`config.mk`:
```
export PLATFORM = sky130hd
export DESIGN_NAME = decoder_scan_seq_flat
export DESIGN_NICKNAME = d
export VERILOG_FILES = /design/src/rtl/decoder_scan_seq_pkg.sv /design/src/rtl/decoder_scan_seq_if.sv /design/src/rtl/decoder_scan_seq_dwell_timer.sv /design/src/rtl/decoder_scan_seq.sv /design/src/flat_wrapper.sv
export SDC_FILE = /design/constraint.sdc
export NUM_CORES = 1
export LEC_CHECK = 0
export BUFFER_PORTS_ARGS = -buffer_cell sky130_fd_sc_hd__buf_2
export CAP_MARGIN = 20
export CORE_MARGIN = 3
export CORE_UTILIZATION = 53
export DETAILED_ROUTE_END_ITERATION = 12
export GPL_TIMING_DRIVEN = 0
export PLACE_DENSITY = 0.77
export SYNTH_ARGS = -nofsm -noshare
export SYNTH_HDL_FRONTEND = slang
export SYNTH_SLANG_ARGS = --single-unit
export TNS_END_PERCENT = 100
```
`constraint.sdc`:
```
create_clock -name clka -period 2.4 [get_ports clka]
set_clock_uncertainty 0.2 [all_clocks]
set_input_delay 0.36 -clock clka [delete_from_list [all_inputs] [get_ports clka]]
set_output_delay 0.36 -clock clka [all_outputs]
set_load 0.05 [all_outputs]
```
`src/rtl/decoder_scan_seq_pkg.sv`:
```
// Shared types and constants for the decoder3_8 scan sequencer.
package decoder_scan_seq_pkg;

  typedef enum logic [1:0] {
    IDLE = 2'd0,
    RUN  = 2'd1,
    DONE = 2'd2
  } state_t;

  localparam logic [2:0] CODE_MAX = 3'd7;

  // True when the current code is the final one of a single (non-wrapping) sweep.
  function automatic logic sweep_last(input logic [2:0] code, input logic cont);
    return (code == CODE_MAX) && !cont;
  endfunction

endpackage

```
`src/rtl/decoder_scan_seq_if.sv`:
```
// Control/status bundle between the control logic (master) and the scan sequencer (slave).
interface decoder_scan_seq_if #(
  parameter int unsigned DWELL_W = 4
);
  logic               start;
  logic               stop;
  logic               mode;
  logic [DWELL_W-1:0] dwell;
  logic               E;
  logic [2:0]         In;
  logic               busy;
  logic               step;
  logic               wrap;
  logic               done;

  modport master (
    output start, stop, mode, dwell,
    input  E, In, busy, step, wrap, done
  );

  modport slave (
    input  start, stop, mode, dwell,
    output E, In, busy, step, wrap, done
  );
endinterface

```
`src/rtl/decoder_scan_seq_dwell_timer.sv`:
```
// Loadable down-counter that times how long each decoder code is held.
module dwell_timer #(
  parameter int unsigned DWELL_W = 4
) (
  input  logic               clka,
  input  logic               rst,
  input  logic               load,
  input  logic [DWELL_W-1:0] load_val,
  input  logic               en,
  output logic               zero
);

  logic [DWELL_W-1:0] cnt;

  always_ff @(posedge clka or posedge rst) begin
    if (rst) begin
      cnt <= '0;
    end else if (load) begin
      cnt <= load_val;
    end else if (en && (cnt != '0)) begin
      cnt <= cnt - DWELL_W'(1);
    end
  end

  assign zero = (cnt == '0);

endmodule

```
`src/rtl/decoder_scan_seq.sv`:
```
// Sweeps decoder3_8 codes 0..7, holding each for dwell+1 cycles, in single or
// continuous mode; all outputs registered.
module decoder_scan_seq
  import decoder_scan_seq_pkg::*;
#(
  parameter int unsigned DWELL_W = 4
) (
  input  logic               clka,
  input  logic               rst,
  decoder_scan_seq_if.slave  bus
);

  state_t             state;
  logic               mode_q;
  logic [DWELL_W-1:0] dwell_q;
  logic               e_q;
  logic [2:0]         code_q;
  logic               busy_q;
  logic               step_q;
  logic               wrap_q;
  logic               done_q;

  logic               tmr_load;
  logic [DWELL_W-1:0] tmr_load_val;
  logic               tmr_en;
  logic               tmr_zero;

  // Timer is loaded from the live input on start, from the latched copy on reload.
  always_comb begin
    tmr_load     = 1'b0;
    tmr_load_val = dwell_q;
    tmr_en       = 1'b0;
    unique case (state)
      IDLE: begin
        tmr_load     = bus.start && !bus.stop;
        tmr_load_val = bus.dwell;
      end
      RUN: begin
        tmr_en   = !bus.stop;
        tmr_load = !bus.stop && tmr_zero && !sweep_last(code_q, mode_q);
      end
      default: ;
    endcase
  end

  dwell_timer #(.DWELL_W(DWELL_W)) u_timer (
    .clka     (clka),
    .rst      (rst),
    .load     (tmr_load),
    .load_val (tmr_load_val),
    .en       (tmr_en),
    .zero     (tmr_zero)
  );

  always_ff @(posedge clka or posedge rst) begin
    if (rst) begin
      state   <= IDLE;
      mode_q  <= 1'b0;
      dwell_q <= '0;
      e_q     <= 1'b0;
      code_q  <= '0;
      busy_q  <= 1'b0;
      step_q  <= 1'b0;
      wrap_q  <= 1'b0;
      done_q  <= 1'b0;
    end else begin
      step_q <= 1'b0;
      wrap_q <= 1'b0;
      done_q <= 1'b0;
      unique case (state)
        IDLE: begin
          if (bus.start && !bus.stop) begin
            state   <= RUN;
            e_q     <= 1'b1;
            busy_q  <= 1'b1;
            code_q  <= '0;
            mode_q  <= bus.mode;
            dwell_q <= bus.dwell;
          end
        end
        RUN: begin
          if (bus.stop) begin
            state  <= IDLE;
            e_q    <= 1'b0;
            busy_q <= 1'b0;
            code_q <= '0;
          end else if (tmr_zero) begin
            if (code_q != CODE_MAX) begin
              code_q <= code_q + 3'd1;
              step_q <= 1'b1;
            end else if (mode_q) begin
              code_q <= '0;
              step_q <= 1'b1;
              wrap_q <= 1'b1;
            end else begin
              state  <= DONE;
              e_q    <= 1'b0;
              busy_q <= 1'b0;
              code_q <= '0;
              done_q <= 1'b1;
            end
          end
        end
        DONE: state <= IDLE;
        default: state <= IDLE;
      endcase
    end
  end

  assign bus.E    = e_q;
  assign bus.In   = code_q;
  assign bus.busy = busy_q;
  assign bus.step = step_q;
  assign bus.wrap = wrap_q;
  assign bus.done = done_q;

endmodule

```
`src/flat_wrapper.sv`:
```
// flat-port wrapper written by rule: the top's interface ports become plain ports
module decoder_scan_seq_flat import decoder_scan_seq_pkg::*;
#(
  parameter int unsigned DWELL_W = 4
)
  (clka, rst, bus_start, bus_stop, bus_mode, bus_dwell, bus_E, bus_In, bus_busy, bus_step, bus_wrap, bus_done);
  decoder_scan_seq_if #(.DWELL_W(DWELL_W)) bus_i ();
  input  logic clka;
  input  logic rst;
  input wire logic [$bits(bus_i.start)-1:0] bus_start;
  input wire logic [$bits(bus_i.stop)-1:0] bus_stop;
  input wire logic [$bits(bus_i.mode)-1:0] bus_mode;
  input wire logic [$bits(bus_i.dwell)-1:0] bus_dwell;
  output wire logic [$bits(bus_i.E)-1:0] bus_E;
  output wire logic [$bits(bus_i.In)-1:0] bus_In;
  output wire logic [$bits(bus_i.busy)-1:0] bus_busy;
  output wire logic [$bits(bus_i.step)-1:0] bus_step;
  output wire logic [$bits(bus_i.wrap)-1:0] bus_wrap;
  output wire logic [$bits(bus_i.done)-1:0] bus_done;
  assign bus_i.start = bus_start;
  assign bus_i.stop = bus_stop;
  assign bus_i.mode = bus_mode;
  assign bus_i.dwell = bus_dwell;
  assign bus_E = bus_i.E;
  assign bus_In = bus_i.In;
  assign bus_busy = bus_i.busy;
  assign bus_step = bus_i.step;
  assign bus_wrap = bus_i.wrap;
  assign bus_done = bus_i.done;
  decoder_scan_seq #(.DWELL_W(DWELL_W)) u_core (.clka(clka), .rst(rst), .bus(bus_i));
endmodule
```
==> metrics.txt <==
status=finished, final reports clean; crit end category=flop; P_sw=344.0 uW; initial drt markers=14; FFs w/ async S/R, synth=100.0%; syn avg cell area=11.20 um2; Total GRT Usage=17.04%; Setup-failing EPs final=0; clock sinks=18; root buffer cell=clkbuf_4; Inserted Diodes=0; worst-path maximum fanout=8; Final #Nets=118; internal power consumption=577.3 uW; Final GP Congestion=0.7788; placement-stage cell area=1030 um2; Starting Density=58.97%; CP required=2.39 ns; Final Cell Area=1062 um2; layout cells sized above 1=32.04%; Final ANT Viol Nets=0; CP Cell Sequence=inv_1 -> ha_1 -> nor3b_4 -> a31oi_2 -> a211o_1 -> o211a_1; CTS tree=built; Max VDD drop=0.0005039 V; largest net degree at the start of global routing=19; Hold Path Cell Cnt=2; setup tns final=0 ns; placed cell count=115; min-delay src=bus_mode; Critical Path AT=2.08 ns; number of synthesized flops with an enable pin=0; total grt overflow=0; WL per Instance=14.40 um; Synth cell types=28; # H-tree levels=1; # rows=14; Reg2Reg Setup Slack=0.31 ns; clk buf depth=2; number of antenna violations at the first check in global routing=0; Hold Fails Final Rpt=0; Max Fclk=477.4 MHz; most frequent cells in the layout=dfrtp_1 (18), buf_2 (16), nand2_1 (8), nor2_1 (7), mux2_2 (5); vias in the first global route=586; RR Endpoint=u_core.u_timer.cnt[3]; Synthesized Nets=96; Die H=47.88 um; drt drc=0; Clk Latency, worst-skew pair=0.29 ns; FF+latch count, synth=18; Critical path origin=u_core.u_timer.cnt[0]; post-layout util=67.38%; worst slew pin tran=0.6703 ns; Layout Area Growth over Synthesis=14.27%; Clk pwr share=15.9%; slowest cell delay on critical path=0.39 ns; number of max-slew violations in the final report=0; RSZ-0062 raised after global routing=false; hold worst-path end=u_core.mode_q; Place WS=0.3380 ns; Syn Inst Count=83; hpwl dp=1351 um; IO buf count=16; combinational power share=36.1%; sw frac=37.34%; via count=670; LEAKAGE=0.0005166 uW; Inserted Clock Buffers=3; PD cells=867.4 nW/um2; startpoint types=flop; post-CTS setup buffers=0; R2R cell count=6; Slew headroom=55.26%; clock slew at reported path FFs=0.10 ns; commonest non-fill, non-tap cell in the layout=dfrtp_1; Final Non-Filler Cells=119; slowest cell on the critical path=dfrtp_1; first-pass GRT wire length=2635 um; sequential-to-total area share from yosys stat=48.45%; crit path kind=flop to flop; Pre-Repair DR Iteration Count=4; IO Count=17; Cell Area, Synth=929.6 um2; Main synth FF type=dfrtp_1; Max Cap Violations=0; Routed WL=1714 um; reg2reg start=u_core.u_timer.cnt[0]; Die W=47.88 um; Die ar.=2292 um2; Synth warnings=0; Sequential Power Share=48.0%; Avg Vias per Cell=5.630; crit path time final=2.095 ns; hold crit path type=input port to flop; Core Box Area=1577 um2; setup ws final=0.3053 ns; Final period util=87.28%
==> worst max-delay path, delay by kind of cell, from the launching register on <==
| family | cells | cell delay [ns] |
|---|---|---|
| compound gates | 3 | 0.72 |
| flops | 1 | 0.39 |
| simple gates | 1 | 0.35 |
| fa+ha+maj | 1 | 0.20 |
| buf+inv | 1 | 0.12 |
==> synthesized netlist by cell type, types with 3 or more instances <==
master	number	share of area (%)
dfrtp_1	18	48
nand2_1	8	3.2
nor2_1	7	2.8
mux2_2	5	6.1
a21oi_1	4	2.2
ha_1	4	5.4
inv_1	4	1.6
nor2b_1	4	2.7
a211oi_1	3	2.4
o21ai_0	3	1.6
==> metal layers <==
metal	share of wire (%)	up-vias	wire length, um	track usage [%]
li1	-	336	-	-
met1	48	314	815	23.00
met2	47	14	809	25.86
met3	2.6	6	44	3.759
met4	2.7	0	46	8.065
met5	0	-	0	0
==> power by group through the flow <==
stage	clock network, uW	registers, uW	logic [uW]
floorplan	0	473	221
global placement	0	442	310
detailed placement	0	449	334
CTS	149	443	335
global route	161	454	366
finish	146	443	333
==> state kept, by name, indices dropped and copies added (netlist names) <==
signal,count
u_core.bus.E,1
u_core.state,2
u_core.bus.In,3
u_core.bus.done,1
u_core.u_timer.cnt,4
u_core.bus.step,1
u_core.mode_q,1
u_core.dwell_q,4
u_core.bus.wrap,1
==> what timing repair did <==
action | 4_1_cts | 5_1_grt
resized for setup | 0 | 0
endpoints found under the hold margin | 18 | 0
hold buffers | 1 | 0
==> kinds of logic (layout without fill, tap and decap cells) <==
group	after synthesis	after routing	synth area share (%)
adder cells (fa/ha/maj)	4	4	5.384
multiplexers	6	6	7.133
XOR/XNOR	1	1	0.9423
AO/OA/AOI/OAI	16	16	11.98
flip-flops	18	18	48.45
AND/OR/NAND/NOR	33	33	23.69
buffers and inverters	5	25	2.422
==> layout make-up <==
type,count,area [um2]
Sequential cell,18,450.4
Tap cell,16,20.02
Multi-Input combinational cell,60,456.7
Clock buffer,3,22.52
Inverter,4,15.01
Buffer,1,7.507
Timing Repair Buffer,17,90.09
Fill cell,126,514.2
==> per-stage QoR <==
stage                     hold WS, ns  power [uW]
final                         0.09616       921.4
after global routing          0.09637       980.6
after CTS                     0.09529       927.4
after detailed placement       0.2885       783.5
after global placement         0.2806       751.6
after floorplan               0.09857       693.7
==> worst max-delay path by stage <==
| stage | to | slack (ns) | cells past startpoint |
|---|---|---|---|
| final | u_core.u_timer.cnt[3] | 0.31 | 6 |
| after global placement | u_core.u_timer.cnt[3] | 0.41 | 5 |
| after floorplan | u_core.u_timer.cnt[3] | 0.30 | 6 |
| after detailed placement | u_core.u_timer.cnt[3] | 0.34 | 6 |
| after CTS | u_core.bus.In[0] | 0.32 | 6 |
| after global routing | u_core.bus.In[0] | 0.11 | 6 |
(Power assumes the default switching activity.)
